==> config.mk <==
export PLATFORM = sky130hd
export DESIGN_NAME = sdpram_burst_reader
export DESIGN_NICKNAME = d
export VERILOG_FILES = /design/src/rtl/sdpram_burst_reader.sv
export SDC_FILE = /design/constraint.sdc
export NUM_CORES = 1
export LEC_CHECK = 0
export ABC_AREA = 1
export ABC_CLOCK_PERIOD_IN_PS = 1800
export BUFFER_PORTS_ARGS = -buffer_cell sky130_fd_sc_hd__buf_2
export CORE_UTILIZATION = 52
export DETAILED_ROUTE_END_ITERATION = 16
export PLACE_DENSITY = 0.75
export SYNTH_ARGS = -nofsm -noshare
export SYNTH_HDL_FRONTEND = slang
export SYNTH_SLANG_ARGS = --single-unit
==> constraint.sdc <==
create_clock -name clk -period 1.8 [get_ports clk]
set_input_delay 0.27 -clock clk [delete_from_list [all_inputs] [get_ports clk]]
set_output_delay 0.27 -clock clk [all_outputs]
set_load 0.1 [all_outputs]
==> src/rtl/sdpram_burst_reader.sv <==
// sdpram_burst_reader
// Read-side master for a simple dual-port RAM. It takes a burst command
// (start address and length) and drives the RAM read port. It absorbs the
// RAM's one-cycle read latency, then streams the words out on a
// valid/ready interface that carries a last-beat marker.
// A 4-entry output FIFO decouples the RAM from downstream backpressure.
// Reads are only issued when there is guaranteed room for their data.

module sdpram_burst_reader #(
  parameter int DATA_WIDTH = 32,
  parameter int WORD_DEPTH = 2
) (
  input  logic                  clk,
  input  logic                  resetn,
  // burst command
  input  logic                  cmd_valid,
  output logic                  cmd_ready,
  input  logic [WORD_DEPTH-1:0] cmd_addr,
  input  logic [WORD_DEPTH:0]   cmd_len,
  // RAM read port
  output logic                  ram_enb,
  output logic [WORD_DEPTH-1:0] ram_addrb,
  input  logic [DATA_WIDTH-1:0] ram_doutb,
  // output stream
  output logic                  m_valid,
  input  logic                  m_ready,
  output logic [DATA_WIDTH-1:0] m_data,
  output logic                  m_last,
  // status
  output logic                  busy,
  output logic                  done
);

  localparam int FIFO_DEPTH = 4;
  localparam int PTR_W      = 2;
  localparam int CNT_W      = 3;
  localparam int LEN_W      = WORD_DEPTH + 1;

  typedef enum logic [1:0] {
    ST_IDLE  = 2'd0,
    ST_READ  = 2'd1,
    ST_DRAIN = 2'd2
  } state_t;

  // control state
  state_t                state_q;
  logic [WORD_DEPTH-1:0] addr_q;        // next address to read
  logic [WORD_DEPTH-1:0] ram_addrb_q;
  logic                  ram_enb_q;     // read presented to the RAM this cycle
  logic                  cap_q;         // RAM data for last cycle's read is on doutb now
  logic [LEN_W-1:0]      issue_rem_q;   // reads still to be issued
  logic [LEN_W-1:0]      beats_rem_q;   // beats still to be handed downstream

  // output FIFO
  logic [DATA_WIDTH-1:0] fifo_mem_q [FIFO_DEPTH];
  logic [PTR_W-1:0]      wr_ptr_q, wr_ptr_d;
  logic [PTR_W-1:0]      rd_ptr_q, rd_ptr_d;
  logic [CNT_W-1:0]      fifo_count_q, fifo_count_d;

  // datapath helpers
  logic [CNT_W-1:0]      in_flight;
  logic [CNT_W-1:0]      occupancy;
  logic                  cmd_fire;
  logic                  issue;
  logic                  push;
  logic                  pop;
  logic                  last_pop;
  logic                  drain_done;

  // Reads whose data has not reached the FIFO yet: one sitting on the RAM
  // port and one whose data is on doutb waiting to be written.
  assign in_flight = CNT_W'(ram_enb_q) + CNT_W'(cap_q);
  assign occupancy = fifo_count_q + in_flight;

  assign cmd_ready = (state_q == ST_IDLE);
  assign busy      = (state_q != ST_IDLE);
  assign cmd_fire  = cmd_valid && cmd_ready;

  // Only issue while the FIFO plus everything in flight still leaves a slot,
  // so the FIFO can never overflow whatever the consumer does.
  assign issue = (state_q == ST_READ) && (issue_rem_q != '0)
                 && (occupancy < CNT_W'(FIFO_DEPTH));

  // doutb is only meaningful the cycle after a read; otherwise it is ignored.
  assign push = cap_q;

  assign m_valid  = (fifo_count_q != '0);
  assign m_data   = fifo_mem_q[rd_ptr_q];
  assign m_last   = m_valid && (beats_rem_q == LEN_W'(1));
  assign pop      = m_valid && m_ready;
  assign last_pop = pop && m_last;

  // A zero-length burst reaches DRAIN with nothing to send and finishes at once.
  assign drain_done = (state_q == ST_DRAIN) && (last_pop || (beats_rem_q == '0));
  assign done       = drain_done;

  assign ram_enb   = ram_enb_q;
  assign ram_addrb = ram_addrb_q;

  // FIFO pointer and occupancy next-state
  always_comb begin
    wr_ptr_d     = wr_ptr_q;
    rd_ptr_d     = rd_ptr_q;
    fifo_count_d = fifo_count_q;
    if (push) begin
      wr_ptr_d = wr_ptr_q + PTR_W'(1);
    end
    if (pop) begin
      rd_ptr_d = rd_ptr_q + PTR_W'(1);
    end
    unique case ({push, pop})
      2'b10:   fifo_count_d = fifo_count_q + CNT_W'(1);
      2'b01:   fifo_count_d = fifo_count_q - CNT_W'(1);
      default: fifo_count_d = fifo_count_q;
    endcase
  end

  // FIFO storage and pointers; reset empties it so nothing stale is ever shown
  always_ff @(posedge clk or negedge resetn) begin
    if (!resetn) begin
      for (int i = 0; i < FIFO_DEPTH; i++) begin
        fifo_mem_q[i] <= '0;
      end
      wr_ptr_q     <= '0;
      rd_ptr_q     <= '0;
      fifo_count_q <= '0;
    end else begin
      if (push) begin
        fifo_mem_q[wr_ptr_q] <= ram_doutb;
      end
      wr_ptr_q     <= wr_ptr_d;
      rd_ptr_q     <= rd_ptr_d;
      fifo_count_q <= fifo_count_d;
    end
  end

  // Burst FSM with the registered RAM port, read-issue and beat counters
  always_ff @(posedge clk or negedge resetn) begin
    if (!resetn) begin
      state_q     <= ST_IDLE;
      addr_q      <= '0;
      ram_addrb_q <= '0;
      ram_enb_q   <= 1'b0;
      cap_q       <= 1'b0;
      issue_rem_q <= '0;
      beats_rem_q <= '0;
    end else begin
      ram_enb_q <= issue;
      cap_q     <= ram_enb_q;

      if (issue) begin
        ram_addrb_q <= addr_q;
        addr_q      <= addr_q + WORD_DEPTH'(1);   // wraps around the RAM
        issue_rem_q <= issue_rem_q - LEN_W'(1);
      end

      if (cmd_fire) begin
        beats_rem_q <= cmd_len;
      end else if (pop) begin
        beats_rem_q <= beats_rem_q - LEN_W'(1);
      end

      unique case (state_q)
        ST_IDLE: begin
          if (cmd_fire) begin
            addr_q      <= cmd_addr;
            issue_rem_q <= cmd_len;
            state_q     <= (cmd_len != '0) ? ST_READ : ST_DRAIN;
          end
        end
        ST_READ: begin
          if (issue && (issue_rem_q == LEN_W'(1))) begin
            state_q <= ST_DRAIN;
          end
        end
        ST_DRAIN: begin
          if (drain_done) begin
            state_q <= ST_IDLE;
          end
        end
        default: state_q <= ST_IDLE;
      endcase
    end
  end

endmodule
# Word level (Yosys, flattened, before mapping)
# Index checks and enable logic that the tools add are counted.
# op_classes
n_addsub	9
n_lt_le_gt_ge	4
eq_ne	9
muxes	20
bitwise	2
reduce_logical	19
# op_table
op	count
bitwise mux 128 bit	1
2-to-1 mux 32 bit	3
binary-select mux 32 bit (select 2 bit)	1
demux 32 bit (select 2 bit)	1
2-to-1 mux 3 bit	5
2-to-1 mux 2 bit	7
logical AND 1 bit	9
nonzero test 3 bit	3
subtractor 3 x 1 -> 3 bit (second input constant)	3
adder 2 x 1 -> 2 bit (second input constant)	3
equality test 3 x 1 -> 1 bit (second input constant)	2
greater-or-equal comparator 3 bit (second input constant)	2
NOT 2 -> 3 bit	2
case mux 2 bit (3 select lines)	1
case mux 3 bit (2 select lines)	1
nonzero test 2 bit	3
equality test 2 x 1 -> 1 bit (second input constant)	2
equality test 2 bit (second input constant)	2
!= test 2 x 1 -> 1 bit (second input constant)	2
adder 3 x 1 -> 3 bit (second input constant)	1
adder 3 x 2 -> 3 bit	1
logical NOT 3 bit	1
less-than comparator 3 x 1 -> 1 bit (second input constant)	1
less-than comparator 3 bit (second input constant)	1
other kinds (5)	5
# word_totals
regBits	149
output_inout_bits	40

# Logic depth before layout (Yosys ltp)
# Gate-level depths: netlist of the first run.
# depth
ltp_word	7
depth_mapped	10

# Least setup slack after synthesis of the first run
# OpenSTA, ideal clock, no wires.
# synth_timing
path_type	register -> output
start	reg fifo_count_q[1]
end	out done
arrival_ns	3.276
path_slack_ns	-1.746
stages_incl_launch_ff	5
path_buffers	0
cell_sequence	dfrtp_1 > nor2_1 > nand2_2 > nand3_1 > a21boi_0
# synth_via
elab_chain_len	5
# synth_lines
element	line	text
from (decl)	58	logic [CNT_W-1:0] fifo_count_q, fifo_count_d;
from (signal assigned)	133	fifo_count_q <= fifo_count_d;
nonzero test 3 bit (*)	87	assign m_valid = (fifo_count_q != '0);
via m_valid	25	output logic m_valid,
logical AND 1 bit (on tied branches)	90, 89	
logical AND 1 bit (*)	91	assign last_pop = pop && m_last;
logical OR 1 bit (*)	94	assign drain_done = (state_q == ST_DRAIN) && (last_pop || (beats_rem_q == '0));
logical AND 1 bit (*)	94	
to (decl)	31	output logic done
# The timed path passes the listed nets; every way through them passes the cells marked *.

# Worst setup path after layout of the first run
# layout_timing
start	reg rd_ptr_q[0]
end	out m_data[11]
# layout_via
elab_chain_len	4
# layout_lines
element	line	text
from (decl)	57	logic [PTR_W-1:0] rd_ptr_q, rd_ptr_d;
from (signal assigned)	132	rd_ptr_q <= rd_ptr_d;
NOT 2 -> 3 bit (not written as such)	88	assign m_data = fifo_mem_q[rd_ptr_q];
binary-select mux 32 bit (select 2 bit)	88	
2-to-1 mux 32 bit (not written as such) (2 in a row)	88	
to (decl)	27	output logic [DATA_WIDTH-1:0] m_data,
# No other way between the ends. The select of a mux whose other input is x is not followed.

==> results.py, run 1 <==
metrics = {
    "cells_and_area": {
        "multiInputGateArea_um2": 3180,
        "area_growth_pct": 38.5,
        "seqCellArea_um2": 3730,
        "final_nets": 915,
        "fillCellCount": 905,
        "fin_util_pct": 73.8,
        "diodes": 0,
        "drive_above_1_share_pct": 27.8,
    },
    "global_routing": {
        "grt_pass1_vias": 5990,
        "track_usage_pct": 27.4,
        "antenna_found_initial": 0,
        "grt_overflow_total": 0,
        "grt_pass1_wl_um": 28200,
        "grt_max_degree": 52,
    },
    "logic_synthesis": {
        "synth_simple_gate_area_share_pct": 16.6,
        "synthAdderAreaFrac_pct": 2.53,
        "synth.distinct_cells": 30,
        "netlist_area_um2": 6720,
        "netlist.area_leader.share_pct": 55.5,
        "yosys.area_share.xor_xnor_pct": 0.652,
        "synth.largest_area_cell": "dfrtp_1",
        "synth_top_family_by_area": "compound AO/OA/AOI/OAI gates",
        "synth.area.top_cells": "dfrtp_1 (55%), o21ai_0 (15%), nand2_1 (9.1%)",
        "syn_nets": 828,
        "syn_inst": 774,
        "synth_mux_area_share_pct": 0,
        "synth_compound_area_share_pct": 18.3,
        "ys_seq_elements": 149,
        "synth_warnings": 0,
        "syn_avg_cell_area_um2": 8.68,
        "seq_area_frac_synth_pct": 55.5,
    },
    "route": {
        "post_drt_via_cell_ratio": 5.51,
        "drc": 0,
        "ant_nets": 0,
        "wl_um": 16700,
        "drtPass1Iterations": 5,
        "wl_per_cell_um": 16.0,
        "route.vias.total": 5768,
        "drtIter0Drc": 449,
    },
    "worst_setup_path": {
        "crit_path_start_kind": "flop",
        "endpoint_kind": "primary output",
        "cpMostUsedCell": "buf_12",
        "criticalPathCategory": "reg -> out",
        "crit_arrival_ns": 1.71,
        "r2r_slack_ns": 0.07,
        "crit_required_ns": 1.53,
        "crit_path_max_incr_delay_ns": 0.45,
        "path_cells": "buf_12, o21ai_0, o22ai_4, buf_12",
        "crit_fanout": 34,
        "slowest_stage": "dfrtp_2",
    },
    "clock_network": {
        "root_buffer": "clkbuf_16",
        "cts_tree": "yes",
        "clk-insertion-delay-late_ns": 0.42,
        "cts_made_buffers": 17,
        "htreeDepth": 4,
        "path_clk_slew_ns": 0.06,
        "cts.path.max_buffers": 2,
        "clkSinkCount": 149,
    },
    "floorplanning": {
        "pin_count": 81,
        "die_w_um": 116,
        "coreArea_um2": 12600,
        "start_util_pct": 53.3,
        "die_area_um2": 13400,
        "row_count": 41,
        "chipHeight_um": 116,
    },
    "placed_design": {
        "gp_congestion": 0.835,
        "io_buffer_count": 80,
        "dp_hpwl_um": 10500,
    },
    "sta": {
        "fmax_mhz": 505,
        "layout_min_cycle_time_ns": 1.98,
        "layout_setup_ws_ns": -0.182,
        "rsz0062_at_grt": "yes",
        "fin_crit_sh_pct": 110,
        "relSlewSlack_pct": 67.1,
        "finalHoldViolations": 0,
        "finalSetupViolations": 34,
        "clock_skew_ns": 0.00632,
        "slew_viol_final": 0,
        "worst_slew_pin_slew_ns": 0.494,
    },
    "run_status": {
        "violations": "negative setup slack",
        "status": "finished with violations",
    },
    "hold_path": {
        "hold_path_class": "in -> reg",
    },
    "flow_run": {
        "cap_violations": 0,
    },
}
-- cell usage after synthesis (all sizes together) --
cell	count
fa	1
o21ai	199
or3	1
o22ai	32
clkbuf	33
inv	62
buf	12
nand2	177
nand4	2
nor2	76
o211ai	2
a21oi	2
a21boi	1
ha	12
dfrtp	149
nand3	8
xnor2	1
xor2	4
-- cells in the final DEF (no fill, tap or decap), drive strengths merged, types with 5 or more instances in the layout --
cell type,n
o22ai,32
o21ai,199
dfrtp,149
nand2,177
clkbuf,23
buf,111
ha,12
inv,61
nor2,76
nand3,8
clkinv,5
-- worst max-delay path: cells and delay by family, from the launching register on --
kind / cells / cell delay, ns
flip-flops: 1 / 0.45
buffers and inverters: 2 / 0.44
AO/OA/AOI/OAI: 2 / 0.39
-- state kept, by name, summed over array words and instances, names as in the netlist --
signal	count
issue_rem_q	3
beats_rem_q	3
ram_addrb	2
addr_q	2
fifo_count_q	3
fifo_mem_q	128
ram_enb	1
rd_ptr_q	2
wr_ptr_q	2
cap_q	1
state_q	2
-- cell families (layout without fill, tap and decap cells) --
kind of cell | Yosys count | count (layout)
buf+inv | 107 | 207
flops | 149 | 149
xor+xnor | 5 | 5
compound gates | 236 | 236
simple gates | 264 | 264
fa+ha+maj | 13 | 13
-- repair_timing --
item,in CTS,in global routing
resized for setup,99,22
endpoints found under the setup margin,35,37
buffers inserted,5,3
pin swaps,4,7
cloned,1,0
hold buffers,1,0
endpoints found under the hold margin,47,0
-- final timing paths --
kind / cells past startpoint / startpoint / endpoint
min in group asynchronous: 2 / resetn / fifo_mem_q[104]
hold reg to reg: 0 / ram_enb / cap_q
setup / recovery: 4 / rd_ptr_q[0] / m_data[11]
hold / removal: 3 / cmd_addr[1] / addr_q[1]
setup reg to reg: 10 / fifo_count_q[2] / fifo_count_q[2]
max in group asynchronous: 3 / resetn / fifo_mem_q[25]
-- cell type report --
cell class	count	area share (%)
Sequential cell	149	40.1
Multi-Input combinational cell	518	34.1
Timing Repair Buffer	113	14.2
Clock buffer	22	4.99
Inverter	62	2.67
Tap cell	172	2.31
Clock inverter	10	1.64
-- routing by layer --
layer	GRT usage [%]	part of all wire (%)
met1	34.6	42
met2	46.4	51
met3	5.65	5.5
met4	11.0	1.5
met5	0	0
-- stage by stage --
stage / cells / area [um2] / worst slack (ns) / setup TNS, ns / hold WS (ns)
after CTS: 1043 / 9210 / -0.190 / -4.83 / 0.0477
after detailed placement: 1004 / 8410 / -0.0101 / -0.0101 / 0.250
final: 1046 / 9310 / -0.182 / -4.04 / 0.0564
after global placement: 1004 / 8410 / 0.128 / 0 / 0.248
after floorplan: 774 / 7210 / 0.00572 / 0 / -0.0256
after global routing: 1046 / 9310 / -0.223 / -6.15 / 0.0634
Power of run 1 is left out: the tool's default activity adds up to more than one toggle a clock period on the data nets, which glitch-free logic cannot reach.
==> inputs of run 2 (changes only) <==
--- a/config.mk
+++ b/config.mk
@@ -6,11 +6,12 @@
 export NUM_CORES = 1
 export LEC_CHECK = 0
 export ABC_AREA = 1
-export ABC_CLOCK_PERIOD_IN_PS = 1800
 export BUFFER_PORTS_ARGS = -buffer_cell sky130_fd_sc_hd__buf_2
 export CORE_UTILIZATION = 52
+export CTS_CLUSTER_DIAMETER = 120
 export DETAILED_ROUTE_END_ITERATION = 16
 export PLACE_DENSITY = 0.75
+export RECOVER_POWER = 50
 export SYNTH_ARGS = -nofsm -noshare
 export SYNTH_HDL_FRONTEND = slang
 export SYNTH_SLANG_ARGS = --single-unit
==> run 2 against run 1 <==
  * The run still ends with negative setup slack left
  * Non-clock buffer count stayed put
  * Sequential cell count stayed put
  * Critical path type unchanged
  * Final area is 0.32% lower
  * Clock skew hardly changed
  * Core utilization is 0.24 points lower
  * Die area stayed put
  * Maximum frequency is 0.24% higher
  * Sequential share of layout area is 0.13 points higher
  * Hold slack hardly changed
  * Largest cell class unchanged
  * Via count is 0.29% higher
  * Clock-buffer cell count stayed put
  * First-iteration DRC count is 6.7% higher
==> results.py, run 2 (synthesis results as in run 1) <==
metrics = {
    "worst_setup_path": {
        "crit_fanout": 34,
        "crit_path_start_kind": "flop",
        "criticalPathCategory": "reg -> out",
        "crit_buf_inv": 2,
        "cpMostUsedCell": "buf_12",
        "path_delay_family": "flip-flops",
        "crit_path_max_incr_delay_ns": 0.45,
        "crit_required_ns": 1.53,
        "slowest_stage": "dfrtp_2",
        "crit_arrival_ns": 1.71,
        "endpoint_kind": "primary output",
        "path_cells": "buf_12, o21ai_0, o22ai_4, buf_12",
    },
    "route": {
        "route.vias.total": 5785,
        "dr_wl_met2_um": 8500,
        "drc": 0,
        "wl_um": 16700,
        "dr_wl_met3_um": 914,
        "ant_nets": 0,
        "post_drt_via_cell_ratio": 5.53,
        "dr.max_layer_used": "met4",
        "drtPass1Iterations": 5,
        "wl_per_cell_um": 15.9,
        "m1WireLength_um": 7010,
        "drtIter0Drc": 479,
    },
    "global_routing": {
        "track_usage_pct": 27.4,
        "grt_pass1_wl_um": 28200,
        "grt_max_degree": 52,
        "grt_pass1_vias": 5990,
        "grt_overflow_total": 0,
        "antenna_found_initial": 0,
    },
    "sta": {
        "worst_hold_slack_ns": 0.0560,
        "layout_min_cycle_time_ns": 1.98,
        "slew_viol_final": 0,
        "clock_skew_ns": 0.00596,
        "fin_setup_tns_ns": -4.33,
        "relSlewSlack_pct": 12.8,
        "layout_setup_ws_ns": -0.177,
        "fin_crit_sh_pct": 110,
        "finalHoldViolations": 0,
        "finalSetupViolations": 36,
        "fmax_mhz": 506,
        "worst_slew_pin_slew_ns": 1.31,
        "rsz0062_at_grt": "yes",
    },
    "run_status": {
        "violations": "negative setup slack",
        "status": "finished with violations",
    },
    "floorplanning": {
        "coreArea_um2": 12600,
        "chipHeight_um": 116,
        "pin_count": 81,
        "start_util_pct": 53.3,
        "die_area_um2": 13400,
        "row_count": 41,
        "die_w_um": 116,
    },
    "cells_and_area": {
        "fin_util_pct": 73.5,
        "final_nets": 915,
        "diodes": 0,
        "area_growth_pct": 38.1,
        "layout_common_cells": "nand2_1 (162), dfrtp_1 (145), o21ai_0 (131)",
        "drive_above_1_share_pct": 27.5,
        "largest_reg_flops": 128,
        "regMostFlops": "fifo_mem_q",
        "mostFrequentLayoutCell": "nand2_1",
    },
    "clock_network": {
        "cts.path.max_buffers": 2,
        "clkSinkCount": 149,
        "clk-insertion-delay-late_ns": 0.42,
        "path_clk_slew_ns": 0.06,
        "htreeDepth": 4,
        "root_buffer": "clkbuf_16",
        "cts_tree": "yes",
        "cts_made_buffers": 17,
    },
    "placed_design": {
        "dp_hpwl_um": 10500,
        "gp_congestion": 0.835,
        "io_buffer_count": 80,
    },
    "flow_run": {
        "cap_violations": 0,
    },
    "hold_path": {
        "hold_path_class": "in -> reg",
    },
}
run 2: layout make-up:
class,instances,area [um2]
Clock buffer,22,464
Clock inverter,10,153
Fill cell,911,3340
Inverter,62,249
Multi-Input combinational cell,518,3160
Sequential cell,149,3730
Tap cell,172,215
Timing Repair Buffer,113,1300
run 2: repair_timing:
action / in CTS / in global routing
setup endpoints to repair: 35 / 37
hold buffers: 1 / 0
gates resized for setup: 99 / 22
endpoints found under the hold margin: 47 / 0
setup buffers: 5 / 3
pin swaps: 4 / 7
cloned: 1 / 0
run 2: through the flow:
step / cell area (um2) / worst slack [ns] / instances
6_report: 9280 / -0.177 / 1046
4_1_cts: 9210 / -0.190 / 1043
3_3_place_gp: 8410 / 0.128 / 1004
2_1_floorplan: 7210 / 0.00572 / 774
3_5_place_dp: 8410 / -0.0101 / 1004
5_1_grt: 9280 / -0.223 / 1046
run 2: routing by layer:
layer | track usage [%] | up-vias
met5 | 0 | -
met2 | 46.4 | 216
met3 | 5.65 | 28
met4 | 11.0 | 0
li1 | - | 2720
met1 | 34.6 | 2821
run 2: path summary, 6_finish.rpt:
kind | cells after the start | to | slack, ns | start
setup reg to reg | 10 | fifo_count_q[2] | -0.11 | fifo_count_q[1]
min in group asynchronous | 2 | fifo_mem_q[104] | 0.69 | resetn
setup / recovery | 4 | m_data[11] | -0.18 | rd_ptr_q[0]
hold reg to reg | 0 | cap_q | 0.44 | ram_enb
hold / removal | 3 | addr_q[1] | 0.06 | cmd_addr[1]
max in group asynchronous | 3 | fifo_mem_q[25] | 0.20 | resetn
run 2: worst register-to-register path, delay by kind of cell, from the launching register on:
kind / cells / cell delay [ns]
AND/OR/NAND/NOR: 3 / 0.55
flip-flops: 1 / 0.40
adder cells (fa/ha/maj): 2 / 0.39
AO/OA/AOI/OAI: 2 / 0.17
XOR/XNOR: 1 / 0.18
buffers and inverters: 2 / 0.14
Power of run 2 is left out for the same reason.
==> inputs of run 3 (changes only) <==
--- a/config.mk
+++ b/config.mk
@@ -10,7 +10,7 @@
 export CORE_UTILIZATION = 52
 export CTS_CLUSTER_DIAMETER = 120
 export DETAILED_ROUTE_END_ITERATION = 16
-export PLACE_DENSITY = 0.75
+export PLACE_DENSITY = 0.86
 export RECOVER_POWER = 50
 export SYNTH_ARGS = -nofsm -noshare
 export SYNTH_HDL_FRONTEND = slang
==> run 3 against run 2 <==
  * The flow still finishes with violations (negative setup slack)
  * Maximum frequency fell by 5.5%
  * Core utilization rose by 7.4 points
  * Clock skew rose by 0.0046 ns
  * Global-route usage rose by 1.6 points
  * Die area did not move
  * Final cell count rose by 2.5%
  * First-iteration DRC count rose by 21%
  * Non-clock buffer count rose by 26
  * Final area rose by 10%
  * Setup slack got worse by 0.12 ns
  * Largest cell class unchanged
  * Highest routed layer unchanged
==> results.py, run 3 (synthesis results as in run 1) <==
metrics = {
    "run_status": {
        "status": "finished with violations",
        "violations": "negative setup slack",
    },
    "global_routing": {
        "use_met2_pct": 49.0,
        "grt_pass1_vias": 5930,
        "grt_max_degree": 45,
        "track_usage_pct": 29.0,
        "met1_usage_pct": 35.2,
        "antenna_found_initial": 0,
        "met3_usage_pct": 6.33,
        "grt_overflow_total": 0,
        "grt_pass1_wl_um": 29200,
        "busiest_layer": "met2",
    },
    "placed_design": {
        "place_area_um2": 8440,
        "io_buffer_count": 80,
        "dp_hpwl_um": 10400,
        "gp_congestion": 0.846,
        "pre_cts_slack_ns": -0.0479,
    },
    "clock_network": {
        "cts.path.max_buffers": 2,
        "root_buffer": "clkbuf_16",
        "clkSinkCount": 149,
        "cts_tree": "yes",
        "cts_made_buffers": 17,
        "path_clk_slew_ns": 0.06,
        "clk-insertion-delay-late_ns": 0.44,
        "htreeDepth": 4,
    },
    "cells_and_area": {
        "largest_reg_flops": 128,
        "diodes": 0,
        "regMostFlops": "fifo_mem_q",
        "final_nets": 942,
        "fin_util_pct": 80.9,
        "area_growth_pct": 52.0,
        "seqCellArea_um2": 3730,
        "multiInputGateArea_um2": 3660,
        "mostFrequentLayoutCell": "nand2_1",
        "drive_above_1_share_pct": 39.6,
        "layout_common_cells": "nand2_1 (161), dfrtp_1 (144), o21ai_0 (130)",
        "final_area_um2": 10200,
        "fillCellCount": 693,
    },
    "floorplanning": {
        "pin_count": 81,
        "start_util_pct": 53.3,
        "die_w_um": 116,
        "die_area_um2": 13400,
        "chipHeight_um": 116,
        "coreArea_um2": 12600,
        "row_count": 41,
    },
    "sta": {
        "finalHoldViolations": 0,
        "fin_setup_tns_ns": -6.68,
        "clock_skew_ns": 0.0105,
        "finalSetupViolations": 35,
        "fmax_mhz": 478,
        "rsz0062_at_grt": "yes",
        "fin_crit_sh_pct": 116,
        "layout_min_cycle_time_ns": 2.09,
        "worst_slew_pin_slew_ns": 1.13,
        "layout_setup_ws_ns": -0.292,
        "relSlewSlack_pct": 24.9,
        "slew_viol_final": 0,
    },
    "worst_setup_path": {
        "crit_required_ns": 1.53,
        "crit_path_max_incr_delay_ns": 0.42,
        "criticalPathCategory": "reg -> out",
        "r2r_slack_ns": -0.04,
        "slowest_stage": "dfrtp_2",
        "path_delay_family": "buffers and inverters",
        "crit_path_start_kind": "flop",
        "endpoint_kind": "primary output",
        "crit_arrival_ns": 1.82,
        "crit_fanout": 8,
        "crit_buf_inv": 4,
        "path_cells": "buf_6, clkinv_8, buf_12, nor2_1, o22ai_4, buf_12",
        "cpMostUsedCell": "buf_12",
    },
    "route": {
        "ant_nets": 0,
        "wl_per_cell_um": 20.9,
        "drtIter0Drc": 578,
        "wl_um": 22400,
        "drtPass1Iterations": 5,
        "post_drt_via_cell_ratio": 5.93,
        "route.vias.total": 6354,
        "drc": 0,
    },
    "flow_run": {
        "cap_violations": 0,
    },
    "hold_path": {
        "hold_path_class": "in -> reg",
    },
}
-- run 3: per-layer routing --
layer / up-vias / part of all wire [%] / wire, um
li1: 2791 / - / -
met2: 382 / 52 / 11600
met1: 3077 / 35 / 7950
met5: - / 0 / 0
met4: 0 / 5.4 / 1210
met3: 104 / 7.6 / 1710
-- run 3: layout make-up --
class	count	share of cell area [%]
clock buffer	24	4.91
clock inverter	7	0.686
inverter	62	2.63
multi-input combinational	518	35.9
sequential	149	36.6
tap	172	2.11
timing repair buffer	139	17.1
timing repair inverter	1	0.0858
-- run 3: path summary, 6_finish.rpt --
kind,end,start,cells past startpoint
hold / removal,addr_q[0],cmd_addr[0],3
setup reg to reg,fifo_count_q[2],fifo_count_q[0],10
setup / recovery,m_data[11],rd_ptr_q[0],6
min in group asynchronous,fifo_mem_q[108],resetn,2
hold reg to reg,cap_q,ram_enb,0
max in group asynchronous,fifo_mem_q[24],resetn,3
-- run 3: metrics by stage --
stage,instances,hold slack (ns)
final,1072,0.0493
after global routing,1072,0.0565
after CTS,1049,0.0531
after detailed placement,1007,0.227
after global placement,1007,0.227
after floorplan,774,-0.0256
-- run 3: worst reg2reg max path: cells and delay by family (launching register included) --
| family | cells | cell delay [ns] |
|---|---|---|
| compound gates | 1 | 0.14 |
| fa+ha+maj | 2 | 0.51 |
| simple gates | 2 | 0.18 |
| flops | 1 | 0.42 |
| xor+xnor | 1 | 0.16 |
| buf+inv | 4 | 0.34 |
-- run 3: what timing repair did --
action                                 in CTS  in global routing
setup endpoints to repair                  34                 37
setup buffers                               6                 12
resized for setup                         131                138
cloned                                      4                 11
hold buffers                                1                  0
endpoints found under the hold margin      38                  0
pin swaps                                   8                 56
Power of run 3 is left out for the same reason.
